`config.mk`:
```
export PLATFORM = sky130hd
export DESIGN_NAME = pipeline_stall_ctrl_flat
export DESIGN_NICKNAME = d
export VERILOG_FILES = /design/src/rtl/pipeline_stall_ctrl_if.sv /design/src/rtl/pipeline_stall_ctrl.sv /design/src/flat_wrapper.sv
export SDC_FILE = /design/constraint.sdc
export NUM_CORES = 1
export LEC_CHECK = 0
export CAP_MARGIN = 20
export CORE_ASPECT_RATIO = 0.7
export CORE_UTILIZATION = 30
export CTS_CLUSTER_DIAMETER = 30
export DETAILED_ROUTE_END_ITERATION = 8
export GPL_TIMING_DRIVEN = 0
export PLACE_DENSITY = 0.62
export SLEW_MARGIN = 20
export SYNTH_ARGS = -nofsm -noshare
export SYNTH_HDL_FRONTEND = slang
export SYNTH_SLANG_ARGS = --single-unit
```
`constraint.sdc`:
```
create_clock -name clk -period 3.9 [get_ports clk]
set_input_delay 0.78 -clock clk [delete_from_list [all_inputs] [get_ports clk]]
set_output_delay 0.78 -clock clk [all_outputs]
set_load 0.1 [all_outputs]
```
`src/rtl/pipeline_stall_ctrl_if.sv`:
```
// ---------------------------------------------------------------------------
// pipeline_stall_ctrl_if
//   Handshake bundle between the pipeline/MDU and the stall/flush sequencer.
//
//   Requests into the sequencer : hz_stall, branch_taken_D, mdu_op_E, mdu_done
//   Controls out of it          : mdu_start, mdu_abort, StallF, StallD, StallE,
//                                 FlushD, FlushE, FlushM, redirect_D
//
//   master : pipeline / MDU side (drives requests, consumes controls)
//   slave  : the sequencer itself
// ---------------------------------------------------------------------------
interface pipeline_stall_ctrl_if;
    logic hz_stall;
    logic branch_taken_D;
    logic mdu_op_E;
    logic mdu_done;

    logic mdu_start;
    logic mdu_abort;
    logic StallF;
    logic StallD;
    logic StallE;
    logic FlushD;
    logic FlushE;
    logic FlushM;
    logic redirect_D;

    modport master (
        output hz_stall, branch_taken_D, mdu_op_E, mdu_done,
        input  mdu_start, mdu_abort, StallF, StallD, StallE,
               FlushD, FlushE, FlushM, redirect_D
    );

    modport slave (
        input  hz_stall, branch_taken_D, mdu_op_E, mdu_done,
        output mdu_start, mdu_abort, StallF, StallD, StallE,
               FlushD, FlushE, FlushM, redirect_D
    );
endinterface

```
`src/rtl/pipeline_stall_ctrl.sv`:
```
// ---------------------------------------------------------------------------
// pipeline_stall_ctrl
//   Central stall/flush sequencer for the 5-stage pipeline. Merges hazard
//   stalls, the Decode branch redirect and a multi-cycle MDU handshake into
//   the final enable/flush controls of the F/D, D/E and E/M registers.
//
//   Ports:
//     clk, rst_n   : clock, synchronous active-low reset
//     bus (slave)  : request inputs and per-stage control outputs
//     mdu_timeout  : sticky flag, set when an MDU operation was aborted
//     stall_cnt    : saturating count of cycles with StallF=1
//
//   Parameters:
//     MDU_TIMEOUT  : BUSY cycles allowed before the MDU op is aborted (>= 2)
//     CNT_W        : width of stall_cnt
// ---------------------------------------------------------------------------
module pipeline_stall_ctrl #(
    parameter int MDU_TIMEOUT = 64,
    parameter int CNT_W       = 32
) (
    input  logic                  clk,
    input  logic                  rst_n,
    pipeline_stall_ctrl_if.slave  bus,
    output logic                  mdu_timeout,
    output logic [CNT_W-1:0]      stall_cnt
);

    localparam int BW = $clog2(MDU_TIMEOUT);
    localparam logic [BW-1:0] BUSY_LAST = BW'(MDU_TIMEOUT - 1);

    typedef enum logic {IDLE, BUSY} state_t;

    state_t        state;
    logic [BW-1:0] busy_cnt;

    logic stall_f, stall_d, stall_e;
    logic flush_d, flush_e, flush_m;
    logic start, abort, redirect;
    logic front_eval;
    logic at_limit;

    assign at_limit = (busy_cnt == BUSY_LAST);

    // NOTE: every output gets a default before any branch so no path leaves
    // a signal unassigned and no latch is inferred.
    always_comb begin
        stall_f    = 1'b0;
        stall_d    = 1'b0;
        stall_e    = 1'b0;
        flush_d    = 1'b0;
        flush_e    = 1'b0;
        flush_m    = 1'b0;
        start      = 1'b0;
        abort      = 1'b0;
        redirect   = 1'b0;
        front_eval = 1'b0;

        if (!rst_n) begin
            // Bubble everything while reset is held.
            flush_d = 1'b1;
            flush_e = 1'b1;
            flush_m = 1'b1;
        end else if (state == IDLE) begin
            if (bus.mdu_op_E) begin
                // Launch takes priority over hazard and branch this cycle.
                start   = 1'b1;
                stall_f = 1'b1;
                stall_d = 1'b1;
                stall_e = 1'b1;
                flush_m = 1'b1;
            end else begin
                front_eval = 1'b1;
            end
        end else begin
            if (bus.mdu_done) begin
                // Completion wins over a coincident timeout.
                front_eval = 1'b1;
            end else if (at_limit) begin
                // Release the front and turn the mul/div into a bubble.
                abort   = 1'b1;
                flush_m = 1'b1;
            end else begin
                stall_f = 1'b1;
                stall_d = 1'b1;
                stall_e = 1'b1;
                flush_m = 1'b1;
            end
        end

        // Hazard beats branch: a stalled branch's operands are not yet valid.
        if (front_eval) begin
            if (bus.hz_stall) begin
                stall_f = 1'b1;
                stall_d = 1'b1;
                flush_e = 1'b1;
            end else if (bus.branch_taken_D) begin
                redirect = 1'b1;
                flush_d  = 1'b1;
            end
        end
    end

    assign bus.StallF     = stall_f;
    assign bus.StallD     = stall_d;
    assign bus.StallE     = stall_e;
    assign bus.FlushD     = flush_d;
    assign bus.FlushE     = flush_e;
    assign bus.FlushM     = flush_m;
    assign bus.mdu_start  = start;
    assign bus.mdu_abort  = abort;
    assign bus.redirect_D = redirect;

    // NOTE: sequential state uses non-blocking assignments so every register
    // samples pre-edge values regardless of statement order.
    always_ff @(posedge clk) begin
        if (!rst_n) begin
            state       <= IDLE;
            busy_cnt    <= '0;
            mdu_timeout <= 1'b0;
            stall_cnt   <= '0;
        end else begin
            case (state)
                IDLE: begin
                    if (bus.mdu_op_E) begin
                        state    <= BUSY;
                        busy_cnt <= '0;
                    end
                end
                BUSY: begin
                    if (bus.mdu_done) begin
                        state <= IDLE;
                    end else if (at_limit) begin
                        state       <= IDLE;
                        mdu_timeout <= 1'b1;
                    end else begin
                        busy_cnt <= busy_cnt + 1'b1;
                    end
                end
                default: state <= IDLE;
            endcase

            if (stall_f && (stall_cnt != {CNT_W{1'b1}}))
                stall_cnt <= stall_cnt + 1'b1;
        end
    end

endmodule

```
`src/flat_wrapper.sv`:
```
// flat-port wrapper written by rule: the top's interface ports become plain ports
module pipeline_stall_ctrl_flat 
#(
    parameter int MDU_TIMEOUT = 64,
    parameter int CNT_W       = 32
)
  (clk, rst_n, mdu_timeout, stall_cnt, bus_hz_stall, bus_branch_taken_D, bus_mdu_op_E, bus_mdu_done, bus_mdu_start, bus_mdu_abort, bus_StallF, bus_StallD, bus_StallE, bus_FlushD, bus_FlushE, bus_FlushM, bus_redirect_D);
  pipeline_stall_ctrl_if bus_i ();
  input  logic clk;
  input  logic rst_n;
  output logic mdu_timeout;
  output logic [CNT_W-1:0] stall_cnt;
  input wire logic [$bits(bus_i.hz_stall)-1:0] bus_hz_stall;
  input wire logic [$bits(bus_i.branch_taken_D)-1:0] bus_branch_taken_D;
  input wire logic [$bits(bus_i.mdu_op_E)-1:0] bus_mdu_op_E;
  input wire logic [$bits(bus_i.mdu_done)-1:0] bus_mdu_done;
  output wire logic [$bits(bus_i.mdu_start)-1:0] bus_mdu_start;
  output wire logic [$bits(bus_i.mdu_abort)-1:0] bus_mdu_abort;
  output wire logic [$bits(bus_i.StallF)-1:0] bus_StallF;
  output wire logic [$bits(bus_i.StallD)-1:0] bus_StallD;
  output wire logic [$bits(bus_i.StallE)-1:0] bus_StallE;
  output wire logic [$bits(bus_i.FlushD)-1:0] bus_FlushD;
  output wire logic [$bits(bus_i.FlushE)-1:0] bus_FlushE;
  output wire logic [$bits(bus_i.FlushM)-1:0] bus_FlushM;
  output wire logic [$bits(bus_i.redirect_D)-1:0] bus_redirect_D;
  assign bus_i.hz_stall = bus_hz_stall;
  assign bus_i.branch_taken_D = bus_branch_taken_D;
  assign bus_i.mdu_op_E = bus_mdu_op_E;
  assign bus_i.mdu_done = bus_mdu_done;
  assign bus_mdu_start = bus_i.mdu_start;
  assign bus_mdu_abort = bus_i.mdu_abort;
  assign bus_StallF = bus_i.StallF;
  assign bus_StallD = bus_i.StallD;
  assign bus_StallE = bus_i.StallE;
  assign bus_FlushD = bus_i.FlushD;
  assign bus_FlushE = bus_i.FlushE;
  assign bus_FlushM = bus_i.FlushM;
  assign bus_redirect_D = bus_i.redirect_D;
  pipeline_stall_ctrl #(.MDU_TIMEOUT(MDU_TIMEOUT), .CNT_W(CNT_W)) u_core (.clk(clk), .rst_n(rst_n), .bus(bus_i), .mdu_timeout(mdu_timeout), .stall_cnt(stall_cnt));
endmodule
```
==> run metrics <==
final hold vios=0; dpl hpwl=~3600 um; unrepaired setup endpoints after global routing=false; global-route wire length before repair=8310 um; largest area contributor in the netlist=dfxtp_1; Area Growth Syn to Fin=33.9%; status=finished, final reports clean; max-slew headroom at the worst pin=between 30 and 40%; LEAKAGE=between 1 and 1.5 nW; most frequent cells in the layout=dfxtp_1, clkdlybuf4s50_1, nor2_1; Worst setup SP type=input port; DRT iter0 DRCs=93; Final Wtd Congestion=around 0.78; Initial Util=between 30% and 40%; Cells after Synth=233; fin crit share=between 90% and 100%; Comb pwr share=between 10% and 20%; sequential share of power=approximately 50%; largest net degree at the start of global routing=13; # H-tree levels=2; layout cells sized above 1=between 10 and 15%; Setup Crit Path Kind=input port to primary output; Max VDD drop=0.127 mV; # setup viols final=0; Switch Pwr=between 200 and 300 uW; mux share of post-synthesis cell area=about 4.5%; Max Buffers Root-to-Sink=2; Antenna Cells=0; most common cell after layout, fill and taps aside=dfxtp_1; I/O Pins=48; Area after DPL=around 0.0026 mm2; top post-synthesis cells by area=dfxtp_1, xor2_1, nand4_1, nor2_1, mux2i_1; finished layout cell area=0.00270 mm2; DRT Wirelength=4940 um; Die Span Y=between 70 and 80 um; vias in the first global route=roughly 1700; post-synthesis sequential area ratio=between 30% and 40%; CTS Hold Buffers Added=0; Yosys top cell area share=39.8%; Mapped Nets=about 240; Die Area=0.00705 mm2; Post-Synth Adder-Cell Area=1.24%; max cap viols=0; largest family of logic cells by synthesized area=simple AND/OR/NAND/NOR gates; Initial DRT Pass Iterations=4; via count=about 1800; fmax=between 200 and 300 MHz; initial antenna violation count=0; Worst Tran Pin Value=~1 ns; Pwr Density=between 300 and 400 mW/mm2; worst hold path type=flip-flop to flip-flop; TritonCTS buffer count=5; post-route ant nets=0; # DRC=0; vias per cell=around 4.8; Max Slew Vio Count=0; R2R Setup Slk=approximately 1.9 ns; synthesis-stage register bit count=40; Final TNS setup=0 ns; wire per inst=about 13 um; Core Area=~0.0064 mm2; Yosys cell types=38; CP arrival=roughly 3.0 ns; Int Pwr=a little under 600 uW; die width=99.9 um; clock latency at the later pin of the worst-skew pair=between 0.3 and 0.4 ns; CTS tree=yes; GRT Total Usage=~15%; minimum clock period=~3.8 ns; Min Hold Slack=around 0.45 ns; Avg Synthesized Cell Area=roughly 8.6 um2; PortBufs=47; Compound-Gate Fraction of Synth Area=around 5.0%; post-route total power=around 830 uW; simple-gate share of the synthesized area=between 30% and 40%; grt ovf=0; Crit. End Element=primary output; Switching Share=between 30% and 40%; Final #Nets=between 200 and 300; row count=24; postcts setup bufs=0; Setup Skew=0.0124 ns; post-synthesis xor/xnor area fraction=roughly a tenth; CTS resizes=17; clock sinks=40; part of the power in the clock network=approximately 36%; fin util=between 40% and 50%; Clock transition at path regs=0.08 ns; synth warn=0; CTS Root Cell=clkbuf_8; CP Max Fanout=6; Post-Syn Area=between 0.002 and 0.0025 mm2; WP data required=3.12 ns
-- synthesized netlist by cell type, drive strengths merged --
master / number
a211oi: 1
a21oi: 7
a31oi: 2
and2: 12
and2b: 1
and3: 13
and4: 6
buf: 8
clkbuf: 3
dfxtp: 40
ha: 2
inv: 6
mux2: 1
mux2i: 8
nand2: 21
nand2b: 5
nand3: 10
nand4: 20
nor2: 24
nor2b: 1
nor3: 4
nor3b: 1
o211ai: 1
o21ai: 6
o31ai: 1
or2: 2
or3: 4
or3b: 1
xnor2: 7
xor2: 15
-- metrics by stage --
stage	setup slack [ns]	std cells
2_1_floorplan	-0.268	233
3_3_place_gp	-0.554	371
3_5_place_dp	-0.518	371
4_1_cts	0.00562	379
5_1_grt	0.0119	379
6_report	0.0975	379
-- cell families (layout without fill, tap and decap cells) --
group | count (synthesis) | in the layout
AOI/OAI and AO/OA | 18 | 18
xor gates and xnor gates | 22 | 22
adders and majority gates | 2 | 2
buffers and inverters | 17 | 72
DFF | 40 | 40
muxes | 9 | 9
and+or+nand+nor | 125 | 125
-- path summary, 6_finish.rpt --
kind,cells past startpoint,start,endpoint
max,6,bus_mdu_op_E,bus_redirect_D
min,2,u_core.mdu_timeout,u_core.mdu_timeout
max reg2reg,9,u_core.busy_cnt[1],u_core.stall_cnt[20]
min reg2reg,2,u_core.mdu_timeout,u_core.mdu_timeout
-- flip-flops by register name, indices dropped and copies added (netlist names) --
register and cells:
u_core.mdu_timeout 1, u_core.busy_cnt 6, u_core.state 1, u_core.stall_cnt 32
-- layout make-up --
| class | count | area, um2 |
|---|---|---|
| Tap cell | 91 | 114 |
| Clock inverter | 2 | 10.0 |
| Sequential cell | 40 | 801 |
| Clock buffer | 6 | 82.6 |
| Inverter | 6 | 22.5 |
| Timing Repair Buffer | 47 | 464 |
| Buffer | 11 | 78.8 |
| Multi-Input combinational cell | 176 | 1120 |
| Fill cell | 672 | 3670 |
-- worst max-delay path, stage by stage --
cell	delay, ns
clkdlybuf4s50_1	0.44
nand2b_1	0.22
nand2_1	0.17
or2_2	0.36
nor3b_4	0.20
clkdlybuf4s15_1	0.84
-- power groups by stage --
stage,combinational (mW),clock (mW),sequential (mW)
2_1_floorplan,0.0765,0,0.442
3_3_place_gp,0.125,0,0.425
3_5_place_dp,0.126,0,0.425
4_1_cts,0.124,0.305,0.415
5_1_grt,0.129,0.323,0.416
6_report,0.123,0.296,0.415
-- per-layer routing --
metal / vias to the layer above / GRT usage [%] / routed length, um
li1: 918 / - / -
met1: 842 / 22.0 / 2540
met2: 49 / 20.5 / 1980
met3: 5 / 6.03 / 387
met4: 0 / 3.43 / 38
met5: - / 0 / 0
No activity file was read; power rests on OpenSTA's default activity.
